<file path="config.mk">
export PLATFORM = sky130hd
export DESIGN_NAME = gemm_tile_sequencer
export DESIGN_NICKNAME = d
export VERILOG_FILES = /design/src/rtl/gemm_pkg.sv /design/src/rtl/gemm_loop_counter.sv /design/src/rtl/gemm_tile_sequencer.sv
export SDC_FILE = /design/constraint.sdc
export NUM_CORES = 1
export LEC_CHECK = 0
export BUFFER_PORTS_ARGS = -buffer_cell sky130_fd_sc_hd__buf_2
export CORE_MARGIN = 2
export CORE_UTILIZATION = 50
export CTS_CLUSTER_SIZE = 16
export DETAILED_ROUTE_END_ITERATION = 8
export GPL_TIMING_DRIVEN = 0
export PLACE_DENSITY = 0.69
export SLEW_MARGIN = 5
export SYNTH_ARGS = -nofsm -noshare
export SYNTH_HDL_FRONTEND = slang
export SYNTH_SLANG_ARGS = --single-unit
</file>
<file path="constraint.sdc">
create_clock -name clk -period 8.9 [get_ports clk]
set_clock_uncertainty 0.15 [all_clocks]
set_input_delay 1.335 -clock clk [delete_from_list [all_inputs] [get_ports clk]]
set_output_delay 1.335 -clock clk [all_outputs]
set_load 0.005 [all_outputs]
</file>
<file path="src/rtl/gemm_pkg.sv">
// Shared types and constants for the GEMM tile sequencer: FSM state
// encoding, default array geometry and a ceiling-divide helper.
package gemm_pkg;

  localparam int ROWS_DEF   = 4;
  localparam int COLS_DEF   = 4;
  localparam int SA_LAT_DEF = ROWS_DEF + COLS_DEF - 1;

  typedef enum logic [2:0] {
    IDLE,
    SETUP,
    FEED,
    DRAIN,
    WRITE,
    NEXT,
    DONE
  } state_t;

  function automatic int ceil_div(input int a, input int b);
    return (a + b - 1) / b;
  endfunction

endpackage

</file>
<file path="src/rtl/gemm_loop_counter.sv">
// Modulo-limit loop counter: counts 0..limit-1 while enabled, wraps to 0,
// and flags the wrapping cycle combinationally.
module gemm_loop_counter #(
  parameter int DIM_W = 8
) (
  input  logic             clk,
  input  logic             rst_n,
  input  logic             clear,
  input  logic             en,
  input  logic [DIM_W-1:0] limit,
  output logic [DIM_W-1:0] count,
  output logic             wrap
);

  localparam logic [DIM_W-1:0] ONE = DIM_W'(1);

  logic last;

  assign last = (count == limit - ONE);
  assign wrap = en && last;

  always_ff @(posedge clk or negedge rst_n) begin
    if (!rst_n) begin
      count <= '0;
    end else if (clear) begin
      count <= '0;
    end else if (en) begin
      count <= last ? '0 : count + ONE;
    end
  end

endmodule

</file>
<file path="src/rtl/gemm_tile_sequencer.sv">
// Tiles an M x K x N GEMM onto a ROWS x COLS systolic array, sequencing
// A/B reads, clear/feed/drain and C write-back per output tile.
module gemm_tile_sequencer
  import gemm_pkg::*;
#(
  parameter int ROWS       = ROWS_DEF,
  parameter int COLS       = COLS_DEF,
  parameter int DIM_W      = 8,
  parameter int ADDR_WIDTH = 16,
  parameter int SA_LAT     = ROWS + COLS - 1,
  localparam int RSW       = (ROWS > 1) ? $clog2(ROWS) : 1
) (
  input  logic                  clk,
  input  logic                  reset_n,
  input  logic                  in_valid,
  output logic                  in_ready,
  input  logic [DIM_W-1:0]      M_dimension,
  input  logic [DIM_W-1:0]      K_dimension,
  input  logic [DIM_W-1:0]      N_dimension,
  output logic                  busy,
  output logic                  done,
  output logic                  err,
  output logic                  rd_en_A,
  output logic [ADDR_WIDTH-1:0] addr_A,
  output logic                  rd_en_B,
  output logic [ADDR_WIDTH-1:0] addr_B,
  output logic                  sa_clear,
  output logic                  sa_feed,
  output logic [ROWS-1:0]       row_mask,
  output logic [COLS-1:0]       col_mask,
  output logic [RSW-1:0]        sa_row_sel,
  output logic                  wr_en_C,
  output logic [ADDR_WIDTH-1:0] addr_C,
  output state_t                dbg_state
);

  // Handshake: a request transfers on a rising edge where in_valid and
  // in_ready are both high; in_ready is low for the whole run.

  localparam logic [DIM_W-1:0] ONE = DIM_W'(1);

  state_t state, state_nx;

  logic [DIM_W-1:0] m_q, k_q, n_q;
  logic [DIM_W-1:0] mt_lim, nt_lim, m_rem, n_rem, ph_lim;
  logic [DIM_W-1:0] k_cnt, ph_cnt, nt_cnt, mt_cnt;
  logic             k_en, ph_en, nt_en, mt_en, cnt_clr;
  logic             k_wrap, ph_wrap, nt_wrap, mt_wrap;
  logic             accept, zero_dim, active;
  logic [ADDR_WIDTH-1:0] a_base, b_base, c_base, k_ext;
  logic [ROWS-1:0]  row_mask_c;
  logic [COLS-1:0]  col_mask_c;

  function automatic logic [DIM_W-1:0] edge_rem(input logic [DIM_W-1:0] d, input int t);
    int r;
    r = int'(d) % t;
    return (r == 0) ? DIM_W'(t) : DIM_W'(r);
  endfunction

  assign busy      = (state != IDLE);
  assign in_ready  = !busy;
  assign dbg_state = state;
  assign accept    = in_valid && in_ready;
  assign zero_dim  = (M_dimension == '0) || (K_dimension == '0) || (N_dimension == '0);
  assign active    = (state == FEED) || (state == DRAIN) || (state == WRITE);
  assign k_ext     = ADDR_WIDTH'(k_q);

  assign cnt_clr = (state == SETUP);
  assign k_en    = (state == FEED);
  assign ph_en   = (state == DRAIN) || (state == WRITE);
  assign nt_en   = (state == NEXT);
  assign mt_en   = nt_wrap;
  assign ph_lim  = (state == WRITE) ? DIM_W'(ROWS) : DIM_W'(SA_LAT);

  gemm_loop_counter #(.DIM_W(DIM_W)) u_k_cnt (
    .clk(clk), .rst_n(reset_n), .clear(cnt_clr), .en(k_en),
    .limit(k_q), .count(k_cnt), .wrap(k_wrap)
  );

  gemm_loop_counter #(.DIM_W(DIM_W)) u_ph_cnt (
    .clk(clk), .rst_n(reset_n), .clear(cnt_clr), .en(ph_en),
    .limit(ph_lim), .count(ph_cnt), .wrap(ph_wrap)
  );

  gemm_loop_counter #(.DIM_W(DIM_W)) u_nt_cnt (
    .clk(clk), .rst_n(reset_n), .clear(cnt_clr), .en(nt_en),
    .limit(nt_lim), .count(nt_cnt), .wrap(nt_wrap)
  );

  // mt only advances when nt wraps, so its wrap marks the final tile.
  gemm_loop_counter #(.DIM_W(DIM_W)) u_mt_cnt (
    .clk(clk), .rst_n(reset_n), .clear(cnt_clr), .en(mt_en),
    .limit(mt_lim), .count(mt_cnt), .wrap(mt_wrap)
  );

  always_ff @(posedge clk or negedge reset_n) begin
    if (!reset_n) begin
      state <= IDLE;
    end else begin
      state <= state_nx;
    end
  end

  always_comb begin
    state_nx = state;
    case (state)
      IDLE:    if (accept && !zero_dim) state_nx = SETUP;
      SETUP:   state_nx = FEED;
      FEED:    if (k_wrap) state_nx = DRAIN;
      DRAIN:   if (ph_wrap) state_nx = WRITE;
      WRITE:   if (ph_wrap) state_nx = NEXT;
      NEXT:    state_nx = mt_wrap ? DONE : FEED;
      DONE:    state_nx = IDLE;
      default: state_nx = IDLE;
    endcase
  end

  always_ff @(posedge clk or negedge reset_n) begin
    if (!reset_n) begin
      m_q    <= '0;
      k_q    <= '0;
      n_q    <= '0;
      mt_lim <= '0;
      nt_lim <= '0;
      m_rem  <= '0;
      n_rem  <= '0;
    end else begin
      if (accept) begin
        m_q <= M_dimension;
        k_q <= K_dimension;
        n_q <= N_dimension;
      end
      if (state == SETUP) begin
        mt_lim <= DIM_W'(ceil_div(int'(m_q), ROWS));
        nt_lim <= DIM_W'(ceil_div(int'(n_q), COLS));
        m_rem  <= edge_rem(m_q, ROWS);
        n_rem  <= edge_rem(n_q, COLS);
      end
    end
  end

  // Base registers step by K (A/B) and ROWS (C) per tile instead of multiplying.
  always_ff @(posedge clk or negedge reset_n) begin
    if (!reset_n) begin
      a_base <= '0;
      b_base <= '0;
      c_base <= '0;
    end else if (state == SETUP) begin
      a_base <= '0;
      b_base <= '0;
      c_base <= '0;
    end else if (state == NEXT) begin
      c_base <= c_base + ADDR_WIDTH'(ROWS);
      if (nt_wrap) begin
        b_base <= '0;
        a_base <= a_base + k_ext;
      end else begin
        b_base <= b_base + k_ext;
      end
    end
  end

  always_comb begin
    row_mask_c = '0;
    col_mask_c = '0;
    for (int i = 0; i < ROWS; i++) begin
      row_mask_c[i] = (mt_cnt != mt_lim - ONE) || (DIM_W'(i) < m_rem);
    end
    for (int j = 0; j < COLS; j++) begin
      col_mask_c[j] = (nt_cnt != nt_lim - ONE) || (DIM_W'(j) < n_rem);
    end
  end

  always_ff @(posedge clk or negedge reset_n) begin
    if (!reset_n) begin
      rd_en_A    <= 1'b0;
      rd_en_B    <= 1'b0;
      addr_A     <= '0;
      addr_B     <= '0;
      sa_clear   <= 1'b0;
      sa_feed    <= 1'b0;
      row_mask   <= '0;
      col_mask   <= '0;
      sa_row_sel <= '0;
      wr_en_C    <= 1'b0;
      addr_C     <= '0;
      done       <= 1'b0;
      err        <= 1'b0;
    end else begin
      rd_en_A    <= (state == FEED);
      rd_en_B    <= (state == FEED);
      sa_feed    <= (state == FEED);
      sa_clear   <= (state == FEED) && (k_cnt == '0);
      addr_A     <= (state == FEED) ? a_base + ADDR_WIDTH'(k_cnt) : '0;
      addr_B     <= (state == FEED) ? b_base + ADDR_WIDTH'(k_cnt) : '0;
      row_mask   <= active ? row_mask_c : '0;
      col_mask   <= active ? col_mask_c : '0;
      sa_row_sel <= (state == WRITE) ? ph_cnt[RSW-1:0] : '0;
      wr_en_C    <= (state == WRITE) && row_mask_c[ph_cnt[RSW-1:0]];
      addr_C     <= (state == WRITE) ? c_base + ADDR_WIDTH'(ph_cnt) : '0;
      done       <= (state == DONE);
      err        <= accept && zero_dim;
    end
  end

endmodule

</file>
==> results of run 1 <==
-- metal layers --
layer  vias up  GRT usage  share of wire
met5         -          0              0
met3        35     0.0383          0.047
met2       226      0.377           0.48
met4         0     0.0736          0.018
li1       4037          -              -
met1      3958      0.316           0.45
-- where the power goes --
part | internal, uW | switching (uW) | total [uW] | leakage, uW
clock | 403 | 337 | 741 | 0.000281
combinational | 6.33 | 19.8 | 26.2 | 0.00286
sequential | 845 | 0 | 845 | 0.00249
total | 1250 | 357 | 1610 | 0.00563
-- sequential cells by signal (all words and copies together), names as in the netlist, 14 cells and up --
signal and count:
addr_C 16, b_base 16, addr_A 16, addr_B 16, c_base 14, a_base 16
-- area by class of cell --
class                   instances  area share
multi-input cells             818       0.457
flip-flops and latches        186       0.397
repair buffers                 97      0.0442
clock buffers                  20      0.0390
well taps                     270      0.0288
plain buffers                  44      0.0156
clock inverters                12     0.00972
inverters                      26     0.00833
-- logic make-up after synthesis --
| logic type | synth area share |
|---|---|
| simple gates | 0.194 |
| compound gates | 0.148 |
| flops | 0.453 |
| xor+xnor | 0.0843 |
| buf+inv | 0.0273 |
| fa+ha+maj | 0.0662 |
| mux | 0.0282 |
-- worst max-delay path, delay by kind of cell, from the launching register on --
family,cells,cell delay (ps)
compound gates,7,2000
fa+ha+maj,1,310
buf+inv,2,440
flops,1,460
-- cell usage after synthesis (all sizes together), types with 17 or more instances --
library cell and instances:
xnor2 43, nand2 118, clkbuf 31, xor2 56, o21ai 69, a21o 22, or3 17, a21oi 50
nand3 34, ha 48, nor2 116, and3 18, inv 26, dfrtp 186, mux2 24, nor3 27
-- path summary, 6_finish.rpt --
| kind | to | slack (ps) | cells after the start |
|---|---|---|---|
| max | u_mt_cnt.count[2]$_DFFE_PN0P_ | 5440 | 10 |
| min | n_rem[2]$_DFFE_PN0N_ | 330 | 2 |
| max reg2reg | u_mt_cnt.count[2]$_DFFE_PN0P_ | 5440 | 10 |
| min reg2reg | n_rem[2]$_DFFE_PN0N_ | 330 | 2 |
| max in group asynchronous | mt_lim[5]$_DFFE_PN0N_ | 6950 | 2 |
| min in group asynchronous | addr_B[15]$_DFF_PN0_ | 770 | 1 |
-- through the flow --
step	area, um2	total power, uW	hold WS (ps)	setup slack (ps)	instances
2_1_floorplan	10300	862	293	5980	1074
3_3_place_gp	11100	887	304	3300	1440
3_5_place_dp	11100	889	317	5480	1441
4_1_cts	11700	1620	342	5450	1473
5_1_grt	11700	1670	366	5230	1473
6_report	11700	1610	335	5440	1473
==> results.json, run 1 <==
{
  "setup_tns_ps": 0,
  "finalHoldViolCount": 0,
  "fin_crit_ps": 3460,
  "clock-sinks": 186,
  "numCtsBuffers": 17,
  "slowest_delay_ps": 520,
  "ff_latch_area_mm2": 0.00465,
  "end_kind": "register",
  "wirelength_mm": 24.2,
  "initial_core_util": 0.508,
  "dp_hpwl_mm": 17.9,
  "antenna_found_initial": 0,
  "startpoint": "nt_lim[0]$_DFFE_PN0N_",
  "arrival_ps": 3630,
  "root_buffer": "clkbuf_16",
  "drt_iter0_markers": 538,
  "synth_edf_count": 0,
  "vias": 8256,
  "ys_ff_latch": 186,
  "syn_area_per_cell_um2": 9.57,
  "synth_cell_type_count": 71,
  "cts_max_path_buffers": 2,
  "die_area_mm2": 0.0217,
  "io_buffer_count": 96,
  "syn_area_mm2": 0.0103,
  "drive_gt1_frac": 0.144,
  "clk-insertion-delay-late_ps": 440,
  "die_height_um": 147,
  "required_ps": 9070,
  "max_cap_viol_count": 0,
  "netlist_top_cells_area": "dfrtp_1, ha_1, xor2_1",
  "synth.yosys.warnings": 0,
  "grt_max_degree": 105,
  "core_area_mm2": 0.0202,
  "final.period_utilization": 0.388,
  "wl_per_cell_um": 16.4,
  "syn-num-nets": 1153,
  "area_delta_synth_final_pct": 13.9,
  "clock.fmax_ghz": 0.289,
  "multi_input_area_mm2": 0.00535,
  "n_fill_cell": 1774,
  "grt_pass1_wl_mm": 39.6,
  "drv_slew": 0,
  "worstPathCellList": "inv_1 > ha_1 > o21bai_1 > a2111oi_0 > a311oi_1 > a2111o_1 > a21oi_1 > buf_2 > o21ai_0 > o2bb2ai_1",
  "num_antenna_cells": 0,
  "ctsResizeCount": 0,
  "htreeDepth": 4,
  "drt_pass1_iterations": 5,
  "drc": 0,
  "rsz0062_at_grt": "false",
  "post-route-util": 0.579,
  "grt_overflow": 0,
  "grt_pass1_vias": 7793,
  "final_cell_mix": "dfrtp_1, nand2_1, nor2_1",
  "p_leak_uw": 0.00563,
  "yosysTopAreaCellShare": 0.453,
  "track_usage": 0.230,
  "slew_headroom": 0.276,
  "synth_top_area_cell": "dfrtp_1",
  "fp.dieW_um": 147,
  "status": "complete, no violations",
  "tightest_slew_ps": 1070,
  "syn_inst": 1074,
  "power.density_mw_per_mm2": 138,
  "nNetsFinal": 1269,
  "place.gp.congestion": 0.892,
  "yosys_most_used_dff": "dfrtp_1",
  "cts_tree": "done",
  "ys_seq_area_frac": 0.453,
  "min-delay-start": "n_rem[2]$_DFFE_PN0N_",
  "setup_viol": 0,
  "vias_per_cell": 5.60,
  "min_path_type": "register to register",
  "worstReg2RegStart": "nt_lim[0]$_DFFE_PN0N_",
  "io_pins": 97,
  "cp_max_fo": 10,
  "cts.clk_slew.worst_paths_ps": 70,
  "cp-start-kind": "register",
  "ant_nets": 0,
  "post-cts-setup-buffers": 0,
  "synthArstFlopShare": 1.00,
  "rows": 52,
  "cts.hold.buffers_added": 0,
  "final_common_cell": "dfrtp_1",
  "path_class": "register to register",
  "critPathSlowestCell": "a2111o_1",
  "ir_drop_mv": 0.137
}
Power figures use the tool's default switching activity.
==> run 2: changes to the inputs <==
--- a/config.mk
+++ b/config.mk
@@ -5,6 +5,7 @@
 export SDC_FILE = /design/constraint.sdc
 export NUM_CORES = 1
 export LEC_CHECK = 0
+export ABC_AREA = 1
 export BUFFER_PORTS_ARGS = -buffer_cell sky130_fd_sc_hd__buf_2
 export CORE_MARGIN = 2
 export CORE_UTILIZATION = 50
==> constraint.sdc (replaced) <==
create_clock -name clk -period 3.4 [get_ports clk]
set_clock_uncertainty 0.15 [all_clocks]
set_input_delay 0.51 -clock clk [delete_from_list [all_inputs] [get_ports clk]]
set_output_delay 0.51 -clock clk [all_outputs]
set_load 0.005 [all_outputs]
==> results.json, run 2 <==
{
  "status": "complete, no violations",
  "wl_per_cell_um": 14.1,
  "setup_tns_ps": 0,
  "worst_path_most_repeated_cell": "nand2_1",
  "yosysTopAreaCellShare": 0.439,
  "grt_pass1_vias": 8686,
  "p_comb_frac": 0.017,
  "m1WireLength_mm": 11.6,
  "final_common_cell": "nand2_1",
  "seqPwrFrac": 0.502,
  "post-cts-setup-buffers": 0,
  "ff_latch_area_mm2": 0.00465,
  "syn-num-nets": 1458,
  "netlist_top_cells_area": "dfrtp_1, nand2_1, inv_1",
  "io_buffer_count": 96,
  "grt_max_degree": 116,
  "vias": 9119,
  "num_antenna_cells": 0,
  "wirelength_mm": 25.2,
  "fin_crit_ps": 2830,
  "fin_ws_ps": 567,
  "die_area_mm2": 0.0224,
  "slew_headroom": 0.466,
  "synth_cell_type_count": 43,
  "antenna_found_initial": 0,
  "cts.hold.buffers_added": 1,
  "setup_viol": 0,
  "synth.yosys.warnings": 0,
  "syn_area_mm2": 0.0106,
  "io_pins": 97,
  "wl_met2_mm": 11.8,
  "cp_max_fo": 10,
  "yosys_most_used_dff": "dfrtp_1",
  "grt_overflow": 0,
  "clockPowerShare": 0.481,
  "arrival_ps": 3010,
  "cp-start-kind": "register",
  "htreeDepth": 4,
  "critPathSlowestCell": "dfrtp_1",
  "end_kind": "register",
  "ys_seq_area_frac": 0.439,
  "syn_area_per_cell_um2": 7.68,
  "cts_max_path_buffers": 2,
  "area_delta_synth_final_pct": 14.0,
  "internal_power_uw": 3480,
  "drc": 0,
  "power.density_mw_per_mm2": 365,
  "p_leak_uw": 0.00635,
  "drive_gt1_frac": 0.117,
  "fp.dieW_um": 150,
  "place.gp.congestion": 0.913,
  "syn_inst": 1379,
  "ant_nets": 0,
  "required_ps": 3580,
  "cts.clk_slew.worst_paths_ps": 70,
  "holdPathStages": 3,
  "wl_met3_mm": 1.24,
  "path_class": "register to register",
  "final_cell_mix": "nand2_1, dfrtp_1, inv_1",
  "tightest_slew_ps": 801,
  "finalHoldViolCount": 0,
  "multi_input_area_mm2": 0.00507,
  "drt_iter0_markers": 582,
  "nNetsFinal": 1575,
  "fin_total_pwr_uw": 4410,
  "synth_edf_count": 0,
  "p_sw_uw": 929,
  "preCtsSetupSlack_ps": 561,
  "ys_ff_latch": 186,
  "clock-sinks": 186,
  "synthTopCellsByCount": "nand2_1, dfrtp_1, inv_1, nor2_1, o21ai_0",
  "final.period_utilization": 0.833,
  "yosysMostFrequentCell": "nand2_1",
  "numCtsBuffers": 17,
  "clock.fmax_ghz": 0.353,
  "drt_pass1_iterations": 5,
  "max_cap_viol_count": 0,
  "vias_per_cell": 5.11,
  "reg2reg_depth": 13,
  "drv_slew": 0,
  "initial_core_util": 0.507,
  "clk-insertion-delay-late_ps": 440,
  "grt_pass1_wl_mm": 42.3,
  "root_buffer": "clkbuf_16",
  "slowest_delay_ps": 460,
  "ctsResizeCount": 0,
  "final_cell_area_mm2": 0.0121,
  "die_height_um": 150,
  "rsz0062_at_grt": "false",
  "synth_top_area_cell": "dfrtp_1",
  "post-route-util": 0.578,
  "ir_drop_mv": 0.338,
  "core_area_mm2": 0.0209,
  "track_usage": 0.240,
  "dp_hpwl_mm": 18.6,
  "synthArstFlopShare": 1.00,
  "top_layer": "met4",
  "worstPathCellList": "inv_1 > nand2_1 > nor2_4 > clkbuf_1 > ha_1 > nor3_1 > nand4_2 > nand2_1 > nand2_1 > inv_1 > nand2_1 > nand2_1 > nand2_1",
  "min_path_type": "primary input to register",
  "p_sw_frac": 0.211,
  "rows": 53,
  "cts_tree": "done",
  "n_fill_cell": 1954,
  "dpl_cell_area_mm2": 0.0115
}
==> run 2: cell count changes in the layout (fill, tap and decap cells not counted), moves of 14 or more <==
cell,delta
mux2_2,-24
nand3_1,+40
or3_1,-17
o21ai_0,+16
nor2_1,+28
o22ai_1,+24
o21ai_1,+14
xor2_1,-21
inv_1,+152
and3_1,-18
xnor2_1,-27
a21o_1,-21
nand2_1,+244
clkbuf_1,-16
==> run 2: power by group through the flow <==
stage,combinational [uW],clock [uW],sequential [uW]
floorplan,8.76,0,2250
CTS,78.1,2160,2210
detailed placement,77.4,0,2250
finish,73.9,2120,2210
global placement,70.7,0,2250
global route,88.6,2250,2210
==> run 2: path summary, 6_finish.rpt <==
path,from,slack [ps],end
max,dbg_state[1]$_DFFE_PN0P_,570,dbg_state[1]$_DFFE_PN0P_
min,in_valid,170,err$_DFF_PN0_
max reg2reg,dbg_state[1]$_DFFE_PN0P_,570,dbg_state[1]$_DFFE_PN0P_
min reg2reg,n_q[2]$_DFFE_PN0P_,330,n_q[2]$_DFFE_PN0P_
max in group asynchronous,reset_n,1680,a_base[14]$_DFFE_PN0P_
min in group asynchronous,reset_n,460,nt_lim[6]$_DFFE_PN0N_
==> run 2: critical path, delay by kind of cell (launching register included) <==
kind | cells | cell delay (ps)
adders and majority gates | 1 | 330
and+or+nand+nor | 9 | 1200
buffers and inverters | 3 | 600
DFF | 1 | 460
==> run 2: layout make-up <==
type                    count  share of cell area
clock buffers              20              0.0370
repair buffers             98              0.0437
plain buffers              30              0.0133
flip-flops and latches    186               0.385
well taps                 275              0.0285
multi-input cells         974               0.420
clock inverters            11              0.0140
inverters                 189              0.0587
==> run 2: cell families (layout without fill, tap and decap cells) <==
| group | count (synthesis) | in the layout | share of synthesized area |
|---|---|---|---|
| DFF | 186 | 186 | 0.439 |
| adders and majority gates | 52 | 52 | 0.0643 |
| and+or+nand+nor | 661 | 661 | 0.261 |
| AOI/OAI and AO/OA | 208 | 208 | 0.107 |
| buffers and inverters | 219 | 348 | 0.0821 |
| xor gates and xnor gates | 53 | 53 | 0.0458 |
==> run 2: per-stage QoR <==
| step | hold WS, ps | cells |
|---|---|---|
| 6_report | 170 | 1783 |
| 5_1_grt | 190 | 1783 |
| 4_1_cts | 162 | 1783 |
| 3_5_place_dp | 323 | 1751 |
| 3_3_place_gp | 319 | 1750 |
| 2_1_floorplan | 64.4 | 1379 |
==> run 2: routing by layer <==
metal / track usage / vias up
met3: 0.0445 / 41
met2: 0.394 / 210
li1: - / 4688
met1: 0.320 / 4180
met5: 0 / -
met4: 0.0814 / 0
